`config.mk`:
```
export PLATFORM = sky130hd
export DESIGN_NAME = sevenseg_scan_ctrl
export DESIGN_NICKNAME = d
export VERILOG_FILES = /design/src/rtl/sevenseg_pkg.sv /design/src/rtl/scan_prescaler.sv /design/src/rtl/sevenseg_scan_ctrl.sv
export SDC_FILE = /design/constraint.sdc
export NUM_CORES = 1
export LEC_CHECK = 0
export BUFFER_PORTS_ARGS = -buffer_cell sky130_fd_sc_hd__clkbuf_2
export CAP_MARGIN = 20
export CORE_MARGIN = 3
export CORE_UTILIZATION = 50
export CTS_BUF_LIST = sky130_fd_sc_hd__clkbuf_4
export CTS_CLUSTER_DIAMETER = 120
export CTS_CLUSTER_SIZE = 10
export DETAILED_ROUTE_END_ITERATION = 12
export HOLD_SLACK_MARGIN = 0.08
export PLACE_DENSITY = 0.72
export SYNTH_ARGS = -nofsm -noshare
export SYNTH_HDL_FRONTEND = slang
export SYNTH_SLANG_ARGS = --single-unit
```
`constraint.sdc`:
```
create_clock -name clk -period 11 [get_ports clk]
set_clock_uncertainty 0.1 [all_clocks]
set_input_delay 3.3 -clock clk [delete_from_list [all_inputs] [get_ports clk]]
set_output_delay 3.3 -clock clk [all_outputs]
set_load 0.1 [all_outputs]
```
`src/rtl/sevenseg_pkg.sv`:
```
// Purpose: shared types and the hex-to-segment decode for scanned 7-segment displays.
// Latency: n/a (types and a pure combinational function).
// Backpressure: n/a.
package sevenseg_pkg;

  // Segment vector {a,b,c,d,e,f,g}, active high.
  typedef logic [6:0] seg_t;

  localparam seg_t SEG_BLANK = 7'h00;

  // Active-high segment pattern for one hex nibble.
  function automatic seg_t hex2seg(input logic [3:0] nib);
    seg_t seg;
    case (nib)
      4'h0: seg = 7'h7E;
      4'h1: seg = 7'h30;
      4'h2: seg = 7'h6D;
      4'h3: seg = 7'h79;
      4'h4: seg = 7'h33;
      4'h5: seg = 7'h5B;
      4'h6: seg = 7'h5F;
      4'h7: seg = 7'h70;
      4'h8: seg = 7'h7F;
      4'h9: seg = 7'h73;
      4'hA: seg = 7'h77;
      4'hB: seg = 7'h1F;
      4'hC: seg = 7'h0D;
      4'hD: seg = 7'h3D;
      4'hE: seg = 7'h4F;
      4'hF: seg = 7'h47;
      default: seg = SEG_BLANK;
    endcase
    return seg;
  endfunction

endpackage

```
`src/rtl/scan_prescaler.sv`:
```
// Purpose: free-running slot prescaler; cnt counts 0..DIV_CNT-1, tick marks the last count.
// Latency: tick is combinational from the registered count (high during cnt==DIV_CNT-1).
// Backpressure: none; runs every clock cycle.
// Ports: clk/rst (async active-high) in; cnt (slot position) and tick (slot end) out.
module scan_prescaler #(
  parameter int DIV_CNT = 100000
) (
  input  logic                       clk,
  input  logic                       rst,
  output logic [$clog2(DIV_CNT)-1:0] cnt,
  output logic                       tick
);

  localparam int CNT_W = $clog2(DIV_CNT);
  localparam logic [CNT_W-1:0] CNT_MAX = CNT_W'(DIV_CNT - 1);

  logic [CNT_W-1:0] r_cnt;
  logic             w_tick;

  assign w_tick = (r_cnt == CNT_MAX);

  always_ff @(posedge clk or posedge rst) begin
    if (rst) begin
      r_cnt <= '0;
    end else if (w_tick) begin
      r_cnt <= '0;
    end else begin
      r_cnt <= r_cnt + 1'b1;
    end
  end

  assign cnt  = r_cnt;
  assign tick = w_tick;

endmodule

```
`src/rtl/sevenseg_scan_ctrl.sv`:
```
// Purpose: time-multiplexed common-anode 7-segment driver with per-frame snapshot,
//          anti-ghost guard, per-digit enable, decimal points and leading-zero blanking.
// Latency: outputs registered, 1 cycle after the (cnt, idx) slot position. Backpressure: none.
// Ports: clk/rst in; data (hex nibbles, digit 0 rightmost), dp, digit_en, lz_en in;
//        segs_l/dp_l/an_l active-low display pins out; frame_done 1-cycle pulse per frame out.
module sevenseg_scan_ctrl
  import sevenseg_pkg::*;
#(
  parameter int NDIGITS      = 8,
  parameter int DIV_CNT      = 100000,
  parameter int GUARD_CYCLES = 16
) (
  input  logic                   clk,
  input  logic                   rst,
  input  logic [4*NDIGITS-1:0]   data,
  input  logic [NDIGITS-1:0]     dp,
  input  logic [NDIGITS-1:0]     digit_en,
  input  logic                   lz_en,
  output logic [6:0]             segs_l,
  output logic                   dp_l,
  output logic [NDIGITS-1:0]     an_l,
  output logic                   frame_done
);

  localparam int CNT_W = $clog2(DIV_CNT);
  localparam int IDX_W = $clog2(NDIGITS);
  localparam logic [IDX_W-1:0] IDX_LAST = IDX_W'(NDIGITS - 1);

  logic [CNT_W-1:0]     w_cnt;
  logic                 w_tick;
  logic [IDX_W-1:0]     r_idx;

  logic [4*NDIGITS-1:0] r_data;
  logic [NDIGITS-1:0]   r_dp;
  logic [NDIGITS-1:0]   r_en;
  logic                 r_lz;

  logic                 w_snap;
  logic [4*NDIGITS-1:0] w_data;
  logic [NDIGITS-1:0]   w_dp;
  logic [NDIGITS-1:0]   w_en;
  logic                 w_lz;
  logic [3:0]           w_nib [NDIGITS];
  logic [NDIGITS-1:0]   w_lz_blank;
  logic [NDIGITS-1:0]   w_on;
  logic                 w_guard_ok;
  logic [NDIGITS-1:0]   w_an_next;

  seg_t                 r_segs_l;
  logic                 r_dp_l;
  logic [NDIGITS-1:0]   r_an_l;
  logic                 r_frame_done;

  scan_prescaler #(.DIV_CNT(DIV_CNT)) u_prescaler (
    .clk  (clk),
    .rst  (rst),
    .cnt  (w_cnt),
    .tick (w_tick)
  );

  // Digit index advances at each slot end.
  always_ff @(posedge clk or posedge rst) begin
    if (rst) begin
      r_idx <= '0;
    end else if (w_tick) begin
      r_idx <= (r_idx == IDX_LAST) ? '0 : r_idx + 1'b1;
    end
  end

  // Frame start: capture the display inputs for the whole frame.
  assign w_snap = (w_cnt == '0) && (r_idx == '0);

  always_ff @(posedge clk or posedge rst) begin
    if (rst) begin
      r_data <= '0;
      r_dp   <= '0;
      r_en   <= '0;
      r_lz   <= 1'b0;
    end else if (w_snap) begin
      r_data <= data;
      r_dp   <= dp;
      r_en   <= digit_en;
      r_lz   <= lz_en;
    end
  end

  // On the snapshot cycle the shadow regs still hold the old frame, so the
  // first output of a frame is decoded straight from the inputs being captured.
  assign w_data = w_snap ? data     : r_data;
  assign w_dp   = w_snap ? dp       : r_dp;
  assign w_en   = w_snap ? digit_en : r_en;
  assign w_lz   = w_snap ? lz_en    : r_lz;

  always_comb begin
    for (int i = 0; i < NDIGITS; i++) begin
      w_nib[i] = w_data[4*i +: 4];
    end
  end

  // Leading-zero chain, scanned from the most significant digit down:
  // a digit is blank while it and every digit above it are zero.
  always_comb begin
    logic w_zero_run;
    w_zero_run = 1'b1;
    w_lz_blank = '0;
    w_on       = '0;
    for (int i = NDIGITS - 1; i >= 0; i--) begin
      w_zero_run    = w_zero_run && (w_nib[i] == 4'h0);
      w_lz_blank[i] = w_lz && (i != 0) && w_zero_run;
      w_on[i]       = w_en[i] && !w_lz_blank[i];
    end
  end

  // Anti-ghost guard: anodes stay off for the first GUARD_CYCLES of each slot.
  generate
    if (GUARD_CYCLES == 0) begin : g_no_guard
      assign w_guard_ok = 1'b1;
    end else begin : g_guard
      localparam logic [CNT_W-1:0] GUARD_V = CNT_W'(GUARD_CYCLES);
      assign w_guard_ok = (w_cnt >= GUARD_V);
    end
  endgenerate

  always_comb begin
    w_an_next = '1;
    if (w_on[r_idx] && w_guard_ok) begin
      w_an_next[r_idx] = 1'b0;
    end
  end

  // Async reset on the output regs blanks the display the moment rst rises.
  always_ff @(posedge clk or posedge rst) begin
    if (rst) begin
      r_segs_l     <= ~SEG_BLANK;
      r_dp_l       <= 1'b1;
      r_an_l       <= '1;
      r_frame_done <= 1'b0;
    end else begin
      r_segs_l     <= ~hex2seg(w_nib[r_idx]);
      r_dp_l       <= ~w_dp[r_idx];
      r_an_l       <= w_an_next;
      r_frame_done <= w_tick && (r_idx == IDX_LAST);
    end
  end

  assign segs_l     = r_segs_l;
  assign dp_l       = r_dp_l;
  assign an_l       = r_an_l;
  assign frame_done = r_frame_done;

endmodule
```
==> impl_metrics.toml, run 1 <==
[yosys]
synth-edff-count = 0
synth_flop_cell = "dfrtp_1"
yosysWarnings = 0
ys_async_sr_fraction_pct = 100
synth_common_cells = "70 x dfrtp_1, 43 x mux2_2, 22 x nand2_1"
synth_cell_types = 54
synth_top_area_share_pct = 41.4
synth_seq_cells = 86
synth_area_leaders = "dfrtp_1 41%, mux2_2 11%, dfstp_2 9.9%, mux2i_1 3.3%, ha_1 3.0%"
avgSynthCellArea_um2 = 11.7
synth_seq_area_share_pct = 51.4
synth_fp_nets = 421
synth_top_area_cell = "dfrtp_1"
synth_cells = 360
post-synth-top-count-cell = "dfrtp_1"
syn_area_mm2 = 0.00423

[sta]
setup_viol = 0
final_max_slew_viol_count = 0
tightestPinTransition_ps = 779
rsz0062_at_grt = "no"
period_minus_slack_ps = 4960
setup-tns-final_ps = 0
hold_viol = 0
max_clock_freq_mhz = 201
slew_headroom_pct = 48.1
fin_crit_sh_pct = 45.1

[setup_path]
crit_slowest_cell = "nor4_1"
startpoint_type = "input port"
crit_type = "input port to flip-flop"
crit_arrival_ps = 5230
endpoint_kind = "flip-flop"
crit_path_cell_trace = "clkbuf_2 > nor4_1 > nand4_1 > and3_1 > o31ai_1 > a311oi_2 > nor2b_1 > nand2_1"
cp_top_family = "simple AND/OR/NAND/NOR gates"
cp_num_buf_inv = 1
critPathMaxFanout = 6
cp.required_ps = 11270
cp_slowest_stage_delay_ps = 450

[outcome]
status = "completed"

[floorplan]
io_pins = 68
die_w_um = 98.0
die_h_um = 98.0
initial_utilization_pct = 53.1
rows = 32
fp.coreArea_mm2 = 0.00797
die_area_mm2 = 0.00960

[final_layout]
utilization_pct = 60.3
syn_to_final_growth_pct = 13.6
antenna_cells = 0
num-nets-final = 487
drive_above_1_share_pct = 36.9
fillCellCount = 662
fin_area_mm2 = 0.00480

[route]
drtPass1Iterations = 4
avgRoutedWirePerCell_um = 16.8
ant_nets = 0
num_vias = 3036
wirelength_mm = 8.97
post-route-drc-count = 0
drt_iter0_markers = 142
vias_per_cell = 5.70

[placed_design]
portBuffers = 67
gp_routability_congestion = 0.823
postPlaceCellArea_mm2 = 0.00461
hpwl_mm = 6.51

[power_and_ir_drop]
powerDensity_mw_per_mm2 = 126
irDropWorstVdd_mv = 0.0805
p_total_mw = 0.606
power.leakage_nw = 2.13

[cts]
holdBufCountCts = 0
tritoncts = "yes"
h-tree-depth = 3
cts_buffers = 9
cts_resized = 0
cts.sinks = 86
clk_pin_slew_ps = 140
ctsLongestPathBuffers = 2
postCtsSetupRepairBufs = 0
clock_latency_ps = 430
ctsRootBufferMaster = "clkbuf_4"

[global_route]
grt_max_degree = 87
grt_pass1_wl_mm = 15.2
grt_usage_pct = 19.9
antenna_found_initial = 0
grt_pass1_vias = 3065
overflow = 0

[worst_hold_path]
hold_path.class = "flip-flop to flip-flop"

[run]
maxCapViolations = 0
[cells in the final DEF, fill, tap and decap left out, drive strengths merged, types with 2 or more instances in the layout]
cell / n
clkbuf: 79
dfrtp: 70
mux2: 45
nand2: 22
nor2: 21
inv: 16
dfstp: 16
mux2i: 14
nor3: 12
nand3: 11
nand4: 10
ha: 10
xnor2: 8
xor2: 7
a22oi: 7
nor4: 7
o21ai: 7
and3: 6
or4: 6
or3: 5
and2: 5
o22ai: 5
and4: 4
nor2b: 3
mux4: 3
a21oi: 3
a211oi: 3
clkinv: 3
buf: 3
o22a: 2
bufinv: 2
a311oi: 2
[path summary, 6_finish.rpt]
check                                               from                            end  slack [ps]  cells after the start
setup / recovery                                data[26]              an_l[3]$_DFF_PP1_        6040                      8
hold / removal             u_prescaler.cnt[13]$_DFF_PP0_  u_prescaler.cnt[13]$_DFF_PP0_         410                      1
setup reg to reg                    r_idx[0]$_DFFE_PP0N_            segs_l[3]$_DFF_PP1_        6420                     12
hold reg to reg            u_prescaler.cnt[13]$_DFF_PP0_  u_prescaler.cnt[13]$_DFF_PP0_         410                      1
max in group asynchronous                            rst              an_l[5]$_DFF_PP1_        7270                      4
min in group asynchronous                            rst           frame_done$_DFF_PP0_        2850                      3
[layout make-up]
cell class / instances / area [µm²] / share of cell area [%]
flip-flops and latches: 86 / 2170 / 45.2
multi-input cells: 241 / 1900 / 39.5
repair buffers: 70 / 378 / 7.86
well taps: 102 / 128 / 2.66
clock buffers: 12 / 90.1 / 1.87
clock inverters: 4 / 72.6 / 1.51
inverters: 18 / 68.8 / 1.43
[routing by layer]
layer  GRT usage, %  share of wire, %  vias to the layer above
li1               -                 -                     1432
met1           28.3                45                     1498
met2           30.2                47                       90
met3           4.00               5.9                       16
met4           7.67               1.8                        0
met5              0                 0                        -
[stage by stage]
stage	hold slack (ps)	std cells	setup slack (ps)
final	409	533	6040
after global routing	422	533	5950
after detailed placement	388	516	5570
after CTS	410	532	6060
after global placement	381	516	5690
after floorplan	361	360	5400
[power by group]
group,switching (mW),internal [mW]
clock network,0.104,0.0998
registers,0.00475,0.330
logic,0.0446,0.0231
total,0.153,0.453
[worst register-to-register path, stage by stage (launching register included)]
cell and delay (ps):
dfrtp_1 630, inv_1 450, ha_1 230, nand2_1 50, nor4_1 410, and2_4 760, mux2_2 460, a22oi_1 220
nand4_1 300, inv_1 210, ha_1 310, mux2i_1 160, a211oi_2 250
[state kept, by name, summed over array words and instances, names as in the netlist]
signal           flops
frame_done           1
r_dp                 8
dp_l                 1
r_lz                 1
r_en                 8
segs_l               7
r_idx                3
u_prescaler.cnt     17
an_l                 8
r_data              32
[cell families (layout without fill, tap and decap cells)]
| kind of cell | Yosys count | after routing | share of synthesized area (%) |
|---|---|---|---|
| buffers and inverters | 33 | 104 | 3.79 |
| and+or+nand+nor | 117 | 117 | 15.2 |
| xor gates and xnor gates | 15 | 15 | 3.11 |
| AOI/OAI and AO/OA | 37 | 37 | 6.54 |
| DFF | 86 | 86 | 51.4 |
| adders and majority gates | 10 | 10 | 2.96 |
| muxes | 62 | 62 | 17.1 |
(Power assumes the default switching activity.)
==> run 2, diff against run 1 <==
==> constraint.sdc (replaced) <==
create_clock -name clk -period 5.11 [get_ports clk]
set_clock_uncertainty 0.1 [all_clocks]
set_input_delay 1.533 -clock clk [delete_from_list [all_inputs] [get_ports clk]]
set_output_delay 1.533 -clock clk [all_outputs]
set_load 0.1 [all_outputs]
==> run 2 against run 1 <==
Worst hold slack improved by 2.4 ps; global-route usage grew 0.83 points; critical path depth rose by 4; register-to-register slack worse by 5700 ps; via count increased by 0.46%; design area down 0.55%; clock-buffer cell count down 1; die area stayed put; cell count unchanged; power grew 110%; sequential share of layout area rose by 0.25 points.
==> impl_metrics.toml, run 2 (synthesis results as in run 1) <==
[sta]
rsz0062_at_grt = "no"
max_clock_freq_mhz = 229
period_minus_slack_ps = 4370
setup_viol = 0
fin_crit_sh_pct = 85.6
hold_viol = 0
slew_headroom_pct = 46.5
whs_ps = 411
final_max_slew_viol_count = 0
tightestPinTransition_ps = 802
setup-tns-final_ps = 0

[setup_path]
cp_top_family = "simple AND/OR/NAND/NOR gates"
cp_num_buf_inv = 2
cp_slowest_stage_delay_ps = 730
rrSetupSlack_ps = 740
crit_path_cell_trace = "inv_1 > ha_1 > nand2_1 > nor4_1 > and2_4 > mux2_2 > a22oi_1 > nand4_1 > inv_1 > ha_1 > mux2i_1 > a211oi_2"
endpoint_kind = "flip-flop"
cp.required_ps = 5370
crit_arrival_ps = 4630
crit_type = "flip-flop to flip-flop"
crit_slowest_cell = "and2_4"
critPathLaunch = "r_idx[0]$_DFFE_PP0N_"
critPathMaxFanout = 60
timing.rr.start = "r_idx[0]$_DFFE_PP0N_"
startpoint_type = "flip-flop"

[floorplan]
die_area_mm2 = 0.00960
fp.coreArea_mm2 = 0.00797
die_w_um = 98.0
rows = 32
initial_utilization_pct = 53.1
die_h_um = 98.0
io_pins = 68

[cts]
tritoncts = "yes"
h-tree-depth = 3
clock_latency_ps = 420
clk_pin_slew_ps = 130
ctsRootBufferMaster = "clkbuf_4"
postCtsSetupRepairBufs = 0
cts_buffers = 9
cts.sinks = 86
ctsLongestPathBuffers = 2
holdBufCountCts = 0
cts_resized = 0

[route]
avgRoutedWirePerCell_um = 17.9
drtPass1Iterations = 5
drt_iter0_markers = 214
post-route-drc-count = 0
num_vias = 3050
wirelength_mm = 9.55
vias_per_cell = 5.72
ant_nets = 0

[global_route]
overflow = 0
busiest_layer = "met2"
grt_usage_pct = 20.7
grtUsageMet3_pct = 3.71
grt_pass1_vias = 3072
grtUsageMet2_pct = 31.3
grt_max_degree = 61
antenna_found_initial = 0
grt_pass1_wl_mm = 15.9
grt_use_met1_pct = 30.2

[power_and_ir_drop]
p_seq_share_pct = 55.6
p_sw_share_pct = 25.6
p_int_mw = 0.965
powerDensity_mw_per_mm2 = 272
comb_power_share_pct = 11.3
irDropWorstVdd_mv = 0.104
power.leakage_nw = 2.12
clkPwrFrac_pct = 33.2
p_switching_mw = 0.333

[placed_design]
gp_routability_congestion = 0.961
hpwl_mm = 7.00
portBuffers = 67

[outcome]
status = "completed"

[final_layout]
antenna_cells = 0
num-nets-final = 487
final_common_cell = "dfrtp_1"
top_register = "r_data"
largest_register_ffs = 32
layout_common_cells = "70 x dfrtp_1, 67 x clkbuf_2, 43 x mux2_2"
syn_to_final_growth_pct = 13.0
drive_above_1_share_pct = 36.7

[worst_hold_path]
hp-start = "u_prescaler.cnt[0]$_DFF_PP0_"
hold_path.class = "flip-flop to flip-flop"

[run]
maxCapViolations = 0
==> run 2: cell type report <==
cell class,count,area [µm²]
fillers,676,3190
flip-flops and latches,86,2170
multi-input cells,241,1900
repair buffers,70,358
well taps,102,128
clock buffers,11,82.6
clock inverters,5,73.8
inverters,18,68.8
==> run 2: path summary, 6_finish.rpt <==
path | endpoint | cells after the start
max | segs_l[3]$_DFF_PP1_ | 12
min | u_prescaler.cnt[0]$_DFF_PP0_ | 1
max reg2reg | segs_l[3]$_DFF_PP1_ | 12
min reg2reg | u_prescaler.cnt[0]$_DFF_PP0_ | 1
max in group asynchronous | an_l[7]$_DFF_PP1_ | 3
min in group asynchronous | r_dp[2]$_DFF_PP0_ | 2
==> run 2: power by group through the flow <==
stage | Clock (mW) | Combinational (mW) | Sequential, mW
after floorplan | 0 | 0.0586 | 0.775
after global placement | 0 | 0.144 | 0.733
after detailed placement | 0 | 0.147 | 0.734
after CTS | 0.442 | 0.147 | 0.721
after global routing | 0.473 | 0.158 | 0.724
final | 0.431 | 0.146 | 0.721
==> run 2: through the flow <==
step | power, mW | instance area, µm² | cells | utilization, % | setup WS [ps]
after floorplan | 0.834 | 4230 | 360 | - | 1280
after global placement | 0.877 | 4620 | 517 | 58.0 | 1020
after detailed placement | 0.881 | 4620 | 517 | 58.0 | 780
after CTS | 1.31 | 4780 | 533 | 60.0 | 752
after global routing | 1.36 | 4780 | 533 | 60.0 | 402
final | 1.30 | 4780 | 533 | 60.0 | 738
==> run 2: metal layers <==
metal  vias up  routed length, µm
li1       1428                  -
met1      1493               4240
met2       113               4490
met3        16                662
met4         0                157
met5         -                  0
==> run 3, diff against run 2 <==
--- a/config.mk
+++ b/config.mk
@@ -6,10 +6,9 @@
 export NUM_CORES = 1
 export LEC_CHECK = 0
 export BUFFER_PORTS_ARGS = -buffer_cell sky130_fd_sc_hd__clkbuf_2
-export CAP_MARGIN = 20
 export CORE_MARGIN = 3
 export CORE_UTILIZATION = 50
-export CTS_BUF_LIST = sky130_fd_sc_hd__clkbuf_4
+export CTS_BUF_LIST = sky130_fd_sc_hd__clkbuf_2 sky130_fd_sc_hd__clkbuf_4 sky130_fd_sc_hd__clkbuf_8
 export CTS_CLUSTER_DIAMETER = 120
 export CTS_CLUSTER_SIZE = 10
 export DETAILED_ROUTE_END_ITERATION = 12
==> run 3 against run 2 <==
Core utilization is 0.83 points higher; setup slack better by 24 ps; sequential share of layout area is 0.62 points lower; cell count stayed put; maximum frequency is 0.54% higher; power is 8.1% higher; first-iteration DRC count is 18% lower; die area stayed put; global-route usage is 0.091 points higher; non-clock buffer count stayed put; largest cell class unchanged.
==> impl_metrics.toml, run 3 (synthesis results as in run 1) <==
[sta]
setup_viol = 0
final_max_slew_viol_count = 0
setup-tns-final_ps = 0
max_clock_freq_mhz = 230
period_minus_slack_ps = 4350
hold_viol = 0
tightestPinTransition_ps = 793
rsz0062_at_grt = "no"
slew_headroom_pct = 47.1
fin_crit_sh_pct = 85.1

[global_route]
grt_pass1_vias = 3059
overflow = 0
grt_usage_pct = 20.8
grt_max_degree = 61
antenna_found_initial = 0
grt_pass1_wl_mm = 15.9

[route]
ant_nets = 0
post-route-drc-count = 0
avgRoutedWirePerCell_um = 18.0
drt_iter0_markers = 175
drtPass1Iterations = 5
vias_per_cell = 5.72
num_vias = 3049
wirelength_mm = 9.60

[cts]
cts_resized = 0
h-tree-depth = 3
tritoncts = "yes"
postCtsSetupRepairBufs = 0
cts.sinks = 86
holdBufCountCts = 0
clk_pin_slew_ps = 90
ctsRootBufferMaster = "clkbuf_8"
ctsLongestPathBuffers = 2
clock_latency_ps = 350
cts_buffers = 9

[final_layout]
fillCellCount = 667
layout_common_cells = "70 x dfrtp_1, 67 x clkbuf_2, 43 x mux2_2"
num-nets-final = 487
regArea_mm2 = 0.00217
top_register = "r_data"
utilization_pct = 60.8
antenna_cells = 0
syn_to_final_growth_pct = 14.6
drive_above_1_share_pct = 36.9
largest_register_ffs = 32
multiInputGateArea_mm2 = 0.00190
final_common_cell = "dfrtp_1"

[worst_hold_path]
hold_path.class = "flip-flop to flip-flop"

[setup_path]
cp_num_buf_inv = 2
critPathMaxFanout = 60
crit_slowest_cell = "and2_4"
crit_arrival_ps = 4530
endpoint_kind = "flip-flop"
startpoint_type = "flip-flop"
cp.required_ps = 5290
crit_type = "flip-flop to flip-flop"
cp_slowest_stage_delay_ps = 740
crit_path_cell_trace = "inv_1 > ha_1 > nand2_1 > nor4_1 > and2_4 > mux2_2 > a22oi_1 > nand4_1 > inv_1 > ha_1 > mux2i_1 > a211oi_2"
cp_top_family = "simple AND/OR/NAND/NOR gates"

[power_and_ir_drop]
powerDensity_mw_per_mm2 = 290
irDropWorstVdd_mv = 0.151
comb_power_share_pct = 10.4
p_int_mw = 1.06
p_switching_mw = 0.347
power.leakage_nw = 2.15
p_seq_share_pct = 51.4
clkPwrFrac_pct = 38.2
p_sw_share_pct = 24.7

[placed_design]
gp_routability_congestion = 0.961
portBuffers = 67
hpwl_mm = 7.00

[outcome]
status = "completed"

[floorplan]
die_w_um = 98.0
io_pins = 68
initial_utilization_pct = 53.1
rows = 32
die_area_mm2 = 0.00960
die_h_um = 98.0
fp.coreArea_mm2 = 0.00797

[run]
maxCapViolations = 0
run 3: cell types whose count changed in the layout (fill, tap and decap cells not counted), sizes merged:
cell    change
clkbuf      +1
clkinv      -1
run 3: power groups by stage:
stage,Combinational [mW],Sequential (mW),Clock [mW]
3_3_place_gp,0.144,0.733,0
3_5_place_dp,0.147,0.734,0
5_1_grt,0.158,0.723,0.577
6_report,0.146,0.721,0.536
4_1_cts,0.147,0.721,0.541
2_1_floorplan,0.0586,0.775,0
run 3: worst paths after layout:
check | depth (start not counted) | slack [ps] | end | from
worst min register to register | 1 | 400 | u_prescaler.cnt[13]$_DFF_PP0_ | u_prescaler.cnt[13]$_DFF_PP0_
max in group asynchronous | 3 | 3050 | an_l[7]$_DFF_PP1_ | rst
min in group asynchronous | 2 | 1060 | r_dp[5]$_DFF_PP0_ | rst
worst max-delay path | 12 | 760 | segs_l[3]$_DFF_PP1_ | r_idx[0]$_DFFE_PP0N_
worst max register to register | 12 | 760 | segs_l[3]$_DFF_PP1_ | r_idx[0]$_DFFE_PP0N_
worst min-delay path | 1 | 400 | u_prescaler.cnt[13]$_DFF_PP0_ | u_prescaler.cnt[13]$_DFF_PP0_
run 3: final cells by class:
class | count | area share [%]
repair buffers | 70 | 7.39
inverters | 18 | 1.42
clock buffers | 12 | 3.15
well taps | 102 | 2.63
flip-flops and latches | 86 | 44.8
clock inverters | 4 | 1.45
multi-input cells | 241 | 39.1
run 3: routing by layer:
| layer | vias up | global-route usage, % | part of all wire, % |
|---|---|---|---|
| met3 | 10 | 4.50 | 6.5 |
| met5 | - | 0 | 0 |
| met2 | 110 | 31.6 | 47 |
| met1 | 1499 | 30.2 | 45 |
| li1 | 1430 | - | - |
| met4 | 0 | 6.07 | 1.2 |
run 3: through the flow:
step / instances / hold slack, ps / cell area [µm²] / setup slack (ps) / power (mW)
final: 533 / 402 / 4840 / 762 / 1.40
after global routing: 533 / 417 / 4840 / 416 / 1.46
after global placement: 517 / 383 / 4620 / 1020 / 0.877
after CTS: 533 / 404 / 4840 / 757 / 1.41
after detailed placement: 517 / 388 / 4620 / 780 / 0.881
after floorplan: 360 / 361 / 4230 / 1280 / 0.834
run 3: worst reg2reg max path: cells and delay by family, from the launching register on:
family	cells	cell delay, ps
flops	1	600
compound gates	2	480
buf+inv	2	570
simple gates	4	1410
mux	2	600
fa+ha+maj	2	510
